--- src/rtl/conv10_pkg.sv ---
// Shared types and sizing for the conv10 weight ROM read path.
package conv10_pkg;
   localparam int NUM       = 10;
   localparam int AW        = 10;
   localparam int DW        = 16;
   localparam int ROM_DEPTH = 1 << AW;

   typedef enum logic [1:0] {IDLE, RUN, DRAIN} state_t;

   typedef logic [DW-1:0] weight_vec_t [0:NUM-1];
endpackage

--- src/rtl/weight_skid_fifo.sv ---
// Two-entry weight-vector FIFO; an arriving vector is visible at the head in
// the same cycle when the FIFO holds nothing, so an empty FIFO adds no latency.
module weight_skid_fifo
   import conv10_pkg::*;
(
   input  logic        clk,
   input  logic        rst_n,
   input  logic        push,
   input  weight_vec_t din,
   input  logic        pop,
   output logic [1:0]  count,
   output logic        valid,
   output weight_vec_t head
);
   weight_vec_t mem [0:1];
   logic        wr_ptr;
   logic        rd_ptr;
   logic        empty;
   logic        store;
   logic        take;

   assign empty = (count == 2'd0);
   // a vector that is both pushed and popped while empty never gets stored
   assign store = push && !(empty && pop);
   assign take  = pop && !empty;
   assign valid = !empty || push;

   always_comb begin
      head = '{default: '0};
      if (!empty)
         head = mem[rd_ptr];
      else if (push)
         head = din;
   end

   always_ff @(posedge clk or negedge rst_n) begin
      if (!rst_n) begin
         for (int i = 0; i < 2; i++)
            mem[i] <= '{default: '0};
         wr_ptr <= 1'b0;
         rd_ptr <= 1'b0;
         count  <= 2'd0;
      end else begin
         if (store) begin
            mem[wr_ptr] <= din;
            wr_ptr      <= ~wr_ptr;
         end
         if (take)
            rd_ptr <= ~rd_ptr;
         count <= count + {1'b0, store} - {1'b0, take};
      end
   end
endmodule

--- src/rtl/weight_fetch_seq.sv ---
// Walks an address window of the conv10 weight ROM bank and streams the
// NUM-wide weight vectors to the MAC array over valid/ready.
//
// state | meaning
// IDLE  | waiting for start; no ROM reads
// RUN   | issuing one read per cycle while the output stage has room
// DRAIN | all reads issued; waiting for the last vector to be accepted
module weight_fetch_seq
   import conv10_pkg::*;
(
   input  logic          clk,
   input  logic          rst_n,
   input  logic          start,
   input  logic [AW-1:0] base_addr,
   input  logic [AW:0]   num_words,
   output logic          busy,
   output logic          done,
   output logic [NUM-1:0] en,
   output logic [AW-1:0] addr_master [0:NUM-1],
   input  logic [DW-1:0] rom_data [0:NUM-1],
   output logic          wt_valid,
   input  logic          wt_ready,
   output logic [DW-1:0] wt_data [0:NUM-1]
);
   localparam logic [AW:0] CNT_ONE = 1;

   state_t        state;
   logic [AW:0]   issued;
   logic [AW:0]   accepted;
   logic [AW:0]   words;
   logic [AW-1:0] base_q;
   logic [AW-1:0] addr_last;
   logic [AW-1:0] addr_cur;
   logic          inflight;
   logic          issue;
   logic          pop;
   logic [1:0]    fifo_count;
   logic [2:0]    occ_after;

   weight_skid_fifo u_fifo (
      .clk   (clk),
      .rst_n (rst_n),
      .push  (inflight),
      .din   (rom_data),
      .pop   (pop),
      .count (fifo_count),
      .valid (wt_valid),
      .head  (wt_data)
   );

   assign pop       = wt_valid && wt_ready;
   assign addr_cur  = base_q + issued[AW-1:0];
   // occupancy the FIFO will have next cycle once the in-flight read lands
   assign occ_after = {1'b0, fifo_count} + {2'b00, inflight} - {2'b00, pop};
   assign issue     = (state == RUN) && (issued < words) && (occ_after < 3'd2);

   always_comb begin
      en = {NUM{issue}};
      for (int i = 0; i < NUM; i++)
         addr_master[i] = issue ? addr_cur : addr_last;
   end

   always_ff @(posedge clk or negedge rst_n) begin
      if (!rst_n) begin
         state     <= IDLE;
         busy      <= 1'b0;
         done      <= 1'b0;
         issued    <= '0;
         accepted  <= '0;
         words     <= '0;
         base_q    <= '0;
         addr_last <= '0;
         inflight  <= 1'b0;
      end else begin
         done     <= 1'b0;
         inflight <= issue;
         if (issue) begin
            issued    <= issued + CNT_ONE;
            addr_last <= addr_cur;
         end
         if (pop)
            accepted <= accepted + CNT_ONE;
         case (state)
            IDLE: begin
               if (start) begin
                  if (num_words != '0) begin
                     base_q   <= base_addr;
                     words    <= num_words;
                     issued   <= '0;
                     accepted <= '0;
                     busy     <= 1'b1;
                     state    <= RUN;
                  end else begin
                     done <= 1'b1;
                  end
               end
            end
            RUN: begin
               if (issue && (issued + CNT_ONE == words))
                  state <= DRAIN;
            end
            DRAIN: begin
               if (pop && (accepted + CNT_ONE == words)) begin
                  busy  <= 1'b0;
                  done  <= 1'b1;
                  state <= IDLE;
               end
            end
            default: state <= IDLE;
         endcase
      end
   end
endmodule

--- config.mk ---
export PLATFORM = sky130hd
export DESIGN_NAME = weight_fetch_seq
export DESIGN_NICKNAME = d
export VERILOG_FILES = /design/src/rtl/conv10_pkg.sv /design/src/rtl/weight_skid_fifo.sv /design/src/rtl/weight_fetch_seq.sv
export SDC_FILE = /design/constraint.sdc
export NUM_CORES = 1
export LEC_CHECK = 0
export CORE_UTILIZATION = 44
export DETAILED_ROUTE_END_ITERATION = 16
export PLACE_DENSITY = 0.85
export SLEW_MARGIN = 30
export SYNTH_ARGS = -nofsm -noshare
export SYNTH_HDL_FRONTEND = slang
export SYNTH_SLANG_ARGS = --single-unit
--- constraint.sdc ---
create_clock -name clk -period 4.92 [get_ports clk]
set_input_delay 0.984 -clock clk [delete_from_list [all_inputs] [get_ports clk]]
set_output_delay 0.984 -clock clk [all_outputs]
set_load 0.03 [all_outputs]
==> flow_summary.json, run 1 <==
{
  "fmax_ghz": 0.2001,
  "drcViolationCount": 0,
  "relSlewSlack": 0.1358,
  "grt_pass1_vias": 15930,
  "syn_area_um2": 19800,
  "hpwl_um": 34180,
  "cts_made_buffers": 43,
  "tns_ns": -2.086,
  "firstDrtPassIters": 5,
  "ys_ff_latch": 382,
  "grt_max_degree": 163,
  "dieArea_um2": 45850,
  "pre_cts_slack_ns": -0.3881,
  "worst-endpoint-arrival_ns": 4.01,
  "fin_ws_ns": -0.07636,
  "grt_pass1_wl_um": 86750,
  "syn_avg_cell_area_um2": 11.28,
  "max_cap_violations": 0,
  "synth_edf_count": 0,
  "syn_nets": 1968,
  "synth_most_common_cell": "dfrtp_1",
  "synth_area_leader_cell": "dfrtp_1",
  "synth_cells": 1756,
  "crit_path_top_delay_cell": "fa_2",
  "routed-via-count": 15300,
  "fin_skew_ns": 0.01203,
  "routedWlPerCell_um": 20.37,
  "min_path_type": "input pin to asynchronous set/reset pin",
  "status": "complete, but fails checks",
  "antenna_found_initial": 4,
  "num_rows": 77,
  "cts_hold_buf": 0,
  "yosys.cell_types.count": 51,
  "rr_worst_depth": 6,
  "portBuffers": 457,
  "grt_setup_unrepaired": "yes",
  "drive_gt1_frac": 0.2854,
  "grt_overflow_total": 0,
  "hold_viol": 0,
  "start_kind": "register",
  "worstSetupPathType": "register to output pin",
  "clockBufferDepth": 3,
  "ys_seq_area_frac": 0.4828,
  "track_usage": 0.2335,
  "via_per_inst": 5.573,
  "ys.flop_type": "dfrtp_1",
  "die_w_um": 214.1,
  "wl_um": 55920,
  "drv_slew": 0,
  "hold_ws_ns": 0.2929,
  "cts_tree": "yes",
  "clk_pin_slew_ns": 0.06,
  "cts.sinks": 382,
  "area_growth_pct": 34.37,
  "htree_levels": 2,
  "drt-initial-drc-count": 1078,
  "synth_common_cells": "382 x dfrtp_1, 320 x mux2_2, 190 x o21ai_0",
  "gp_congestion": 0.8760,
  "cp_top_family": "compound AO/OA/AOI/OAI gates",
  "crit_path_end_kind": "output pin",
  "io_pins": 458,
  "violations": "negative setup slack",
  "setup_viol": 72,
  "path_max_fanout": 8,
  "slowest_delay_ns": 0.52,
  "start_util": 0.4468,
  "coreArea_um2": 44320,
  "root_buffer": "clkbuf_16",
  "die_h_um": 214.1,
  "async_reset_ff_frac": 1.000,
  "required_ns": 3.94,
  "fin_nets": 2333,
  "insertion_delay_ns": 0.57,
  "synth.top_cell.area_share": 0.4828,
  "yosysWarnings": 0,
  "synthTopCellsByArea": "dfrtp_1 48%, mux2_2 18%, mux2i_1 8.1%",
  "tightest_slew_ns": 1.296,
  "postRouteAntennaNets": 0,
  "critPathBufInv": 6,
  "path_cells": "o31ai_4 -> inv_2 -> ha_4 -> nand2b_4 -> fa_2 -> nand2b_1 -> a2111o_1 -> a2111oi_4 -> nor2_2 -> inv_2 -> buf_12 -> buf_12 -> nor2_4 -> a21oi_4 -> clkbuf_16 -> buf_8",
  "final_util": 0.6003,
  "post-route-period-util": 1.016,
  "cp.depth": 16,
  "fin_crit_ns": 4.996
}
-- per-stage QoR --
stage               instances  area (um^2)
detailed placement       2626        24230
global route             2744        26600
global placement         2626        24230
floorplan                1756        19930
finish                   2745        26610
CTS                      2734        26290
-- registers in the layout (all words and copies together), names as in the netlist --
name,flops
state,2
words,11
base_q,10
done,1
accepted,11
u_fifo.mem,320
issued,11
busy,1
u_fifo.rd_ptr,1
u_fifo.wr_ptr,1
addr_last,10
u_fifo.count,2
inflight,1
-- cell type report --
type / count / area [um^2]
inverters: 22 / 82.58
clock buffers: 61 / 1234
diodes: 2 / 5.005
clock inverters: 14 / 137.6
flip-flops and latches: 382 / 9569
repair buffers: 532 / 5655
multi-input cells: 1140 / 9181
fillers: 3389 / 17710
well taps: 592 / 740.7
-- timing repair --
| action | 4_1_cts | 5_1_grt |
|---|---|---|
| setup endpoints to repair | 110 | 109 |
| buffers inserted | 28 | 9 |
| gates cloned | 5 | 3 |
| pin swaps | 4 | 6 |
| resized for setup | 95 | 56 |
-- kinds of logic after synthesis --
logic type / share of synthesized area
AND/OR/NAND/NOR: 0.08082
buffers and inverters: 0.06616
multiplexers: 0.2629
flip-flops: 0.4828
XOR/XNOR: 0.02300
AO/OA/AOI/OAI: 0.06654
adder cells (fa/ha/maj): 0.01782
-- cell usage in the layout (no fill, tap or decap), types with 5 or more instances in the layout --
cell               n
dfrtp_1          378
clkdlybuf4s50_1  345
mux2_2           320
o21ai_0          189
nand3_1          172
mux2i_1          160
nand2_1           68
buf_4             67
buf_6             64
clkbuf_16         45
nor2_1            32
xor2_1            30
buf_8             30
ha_1              24
xnor2_1           22
buf_12            22
inv_1             20
a21oi_1           19
nor3_1             9
or3_1              9
a21oi_4            9
clkbuf_8           9
clkbuf_1           9
clkinv_2           8
nand4_1            5
nand2b_1           5
nor2_2             5
-- per-layer routing --
layer	vias up	wire, um	global-route usage
met1	7640	21300	0.2715
met5	-	40	0
met4	6	2133	0.09690
li1	6883	-	-
met3	132	4558	0.07262
met2	637	27880	0.3983
-- worst reg2reg max path: cells and delay by family (launching register included) --
| kind | cells | cell delay [ns] |
|---|---|---|
| AOI/OAI and AO/OA | 1 | 1.13 |
| buffers and inverters | 3 | 0.94 |
| DFF | 1 | 0.45 |
| muxes | 1 | 0.45 |
| and+or+nand+nor | 1 | 0.66 |
-- final timing paths --
kind	startpoint	endpoint	slack (ns)
worst max-delay path	inflight	addr_master[73]	-0.08
worst max register to register	inflight	u_fifo.mem[291]	1.18
worst min-delay path	rst_n	u_fifo.mem[89]	0.29
max in group asynchronous	rst_n	inflight	3.35
min in group clk	base_q[6]	base_q[6]	0.49
worst min register to register	base_q[6]	base_q[6]	0.49
Power of run 1 is left out: the tool's default activity adds up to more than one toggle a clock period on the data nets, which glitch-free logic cannot reach.
==> inputs of run 2 (changes only) <==
CORE_MARGIN = 3   (was unset)
==> run 2 against run 1 <==
  * The run still ends with negative setup slack left
  * Count of clock-buffer cells in the layout is 3 higher
  * Hold slack gained 0.17 ns
  * Design area about the same
  * Clock skew rose by 0.0092 ns
  * Core utilization about the same
  * Worst setup slack worse by 0.098 ns
  * Register-to-register slack got worse by 1.2 ns
  * Global-route usage fell by 0.72 points
  * Via count increased by 0.84%
==> flow_summary.json, run 2 (synthesized netlist as in run 1, its figures left out) <==
{
  "path_max_fanout": 11,
  "min_path_type": "input pin to asynchronous set/reset pin",
  "area_growth_pct": 34.48,
  "via_per_inst": 5.563,
  "cts_made_buffers": 43,
  "fin_skew_ns": 0.02127,
  "path_cells": "o31ai_4 -> inv_2 -> ha_4 -> nand2b_4 -> fa_2 -> nand2b_1 -> a2111o_1 -> buf_4 -> a31oi_4 -> nor2_4 -> inv_4 -> buf_6 -> nor2_1 -> a21oi_4 -> buf_12 -> buf_6",
  "die_h_um": 218.1,
  "drcViolationCount": 0,
  "post-route-period-util": 1.036,
  "hpwl_um": 35270,
  "relSlewSlack": 0.3972,
  "fillers": 3363,
  "tightest_slew_ns": 0.9043,
  "clk_pin_slew_ns": 0.06,
  "worstSetupStartpoint": "inflight",
  "drt-initial-drc-count": 1162,
  "start_util": 0.4468,
  "antenna_found_initial": 4,
  "slowest_delay_ns": 0.54,
  "grt_pass1_vias": 15880,
  "crit_path_top_delay_cell": "fa_2",
  "worstSetupPathType": "register to output pin",
  "setup_viol": 82,
  "layout_common_cells": "378 x dfrtp_1, 345 x clkdlybuf4s50_1, 320 x mux2_2",
  "postRouteAntennaNets": 0,
  "routed-via-count": 15430,
  "wl_um": 57140,
  "firstDrtPassIters": 5,
  "fin_ws_ns": -0.1747,
  "worst-endpoint-arrival_ns": 4.11,
  "tns_ns": -5.463,
  "htree_levels": 2,
  "grt_setup_unrepaired": "yes",
  "largest_reg_flops": 320,
  "cp_top_family": "compound AO/OA/AOI/OAI gates",
  "critPathBufInv": 6,
  "fin_crit_ns": 5.095,
  "root_buffer": "clkbuf_16",
  "required_ns": 3.94,
  "cts.sinks": 382,
  "fin_nets": 2357,
  "top_register": "u_fifo.mem",
  "gp_congestion": 0.8490,
  "drv_slew": 0,
  "final_util": 0.6008,
  "clockBufferDepth": 3,
  "track_usage": 0.2263,
  "coreArea_um2": 44320,
  "dieArea_um2": 47580,
  "status": "complete, but fails checks",
  "crit_path_end_kind": "output pin",
  "critPathMostFrequentCell": "buf_6",
  "fmax_ghz": 0.1963,
  "max_cap_violations": 0,
  "routedWlPerCell_um": 20.61,
  "mostFrequentLayoutCell": "dfrtp_1",
  "num_rows": 77,
  "violations": "negative setup slack",
  "drive_gt1_frac": 0.2945,
  "die_w_um": 218.1,
  "start_kind": "register",
  "io_pins": 458,
  "cts_hold_buf": 0,
  "grt_max_degree": 161,
  "grt_pass1_wl_um": 86530,
  "reg2reg_from": "inflight",
  "insertion_delay_ns": 0.58,
  "portBuffers": 457,
  "cts_tree": "yes",
  "hold_viol": 0,
  "grt_overflow_total": 0
}
run 2: metal layers:
layer | global-route usage | wire length, um | vias to the layer above
li1 | - | - | 6932
met1 | 0.2599 | 20920 | 7649
met2 | 0.3879 | 28460 | 666
met3 | 0.07091 | 5156 | 176
met4 | 0.1013 | 2574 | 4
met5 | 0 | 25 | -
run 2: per-stage QoR:
step	worst slack, ns	area, um^2	cells	hold slack, ns
after CTS	-0.03064	26300	2764	0.4821
after global placement	-0.3019	24220	2629	0.4631
final	-0.1747	26630	2773	0.4672
after global routing	-0.2474	26630	2773	0.5040
after floorplan	0.02229	19930	1756	0.4409
after detailed placement	-0.4005	24220	2629	0.4634
run 2: what timing repair did:
item	4_1_cts	5_1_grt
resized for setup	51	55
pin swaps	6	4
setup buffers	51	12
cloned	4	1
hold endpoints to repair	0	0
setup endpoints to repair	111	114
run 2: path summary, 6_finish.rpt:
| kind | to | slack [ns] | cells past startpoint |
|---|---|---|---|
| setup / recovery | addr_master[1] | -0.17 | 16 |
| hold / removal | u_fifo.mem[223] | 0.47 | 1 |
| setup reg to reg | accepted[10] | 0.02 | 33 |
| hold reg to reg | base_q[7] | 0.49 | 2 |
| max in group asynchronous | u_fifo.mem[138] | 3.30 | 2 |
| min in group clk | base_q[7] | 0.49 | 2 |
run 2: layout make-up:
type | count | area [um^2] | share of cell area
flip-flops and latches | 382 | 9569 | 0.3594
multi-input cells | 1139 | 9183 | 0.3449
repair buffers | 557 | 5610 | 0.2107
clock buffers | 64 | 1255 | 0.04713
well taps | 592 | 740.7 | 0.02782
clock inverters | 16 | 181.4 | 0.006814
inverters | 22 | 85.08 | 0.003195
diodes | 1 | 2.502 | 0.00009398
Power of run 2 is left out for the same reason.
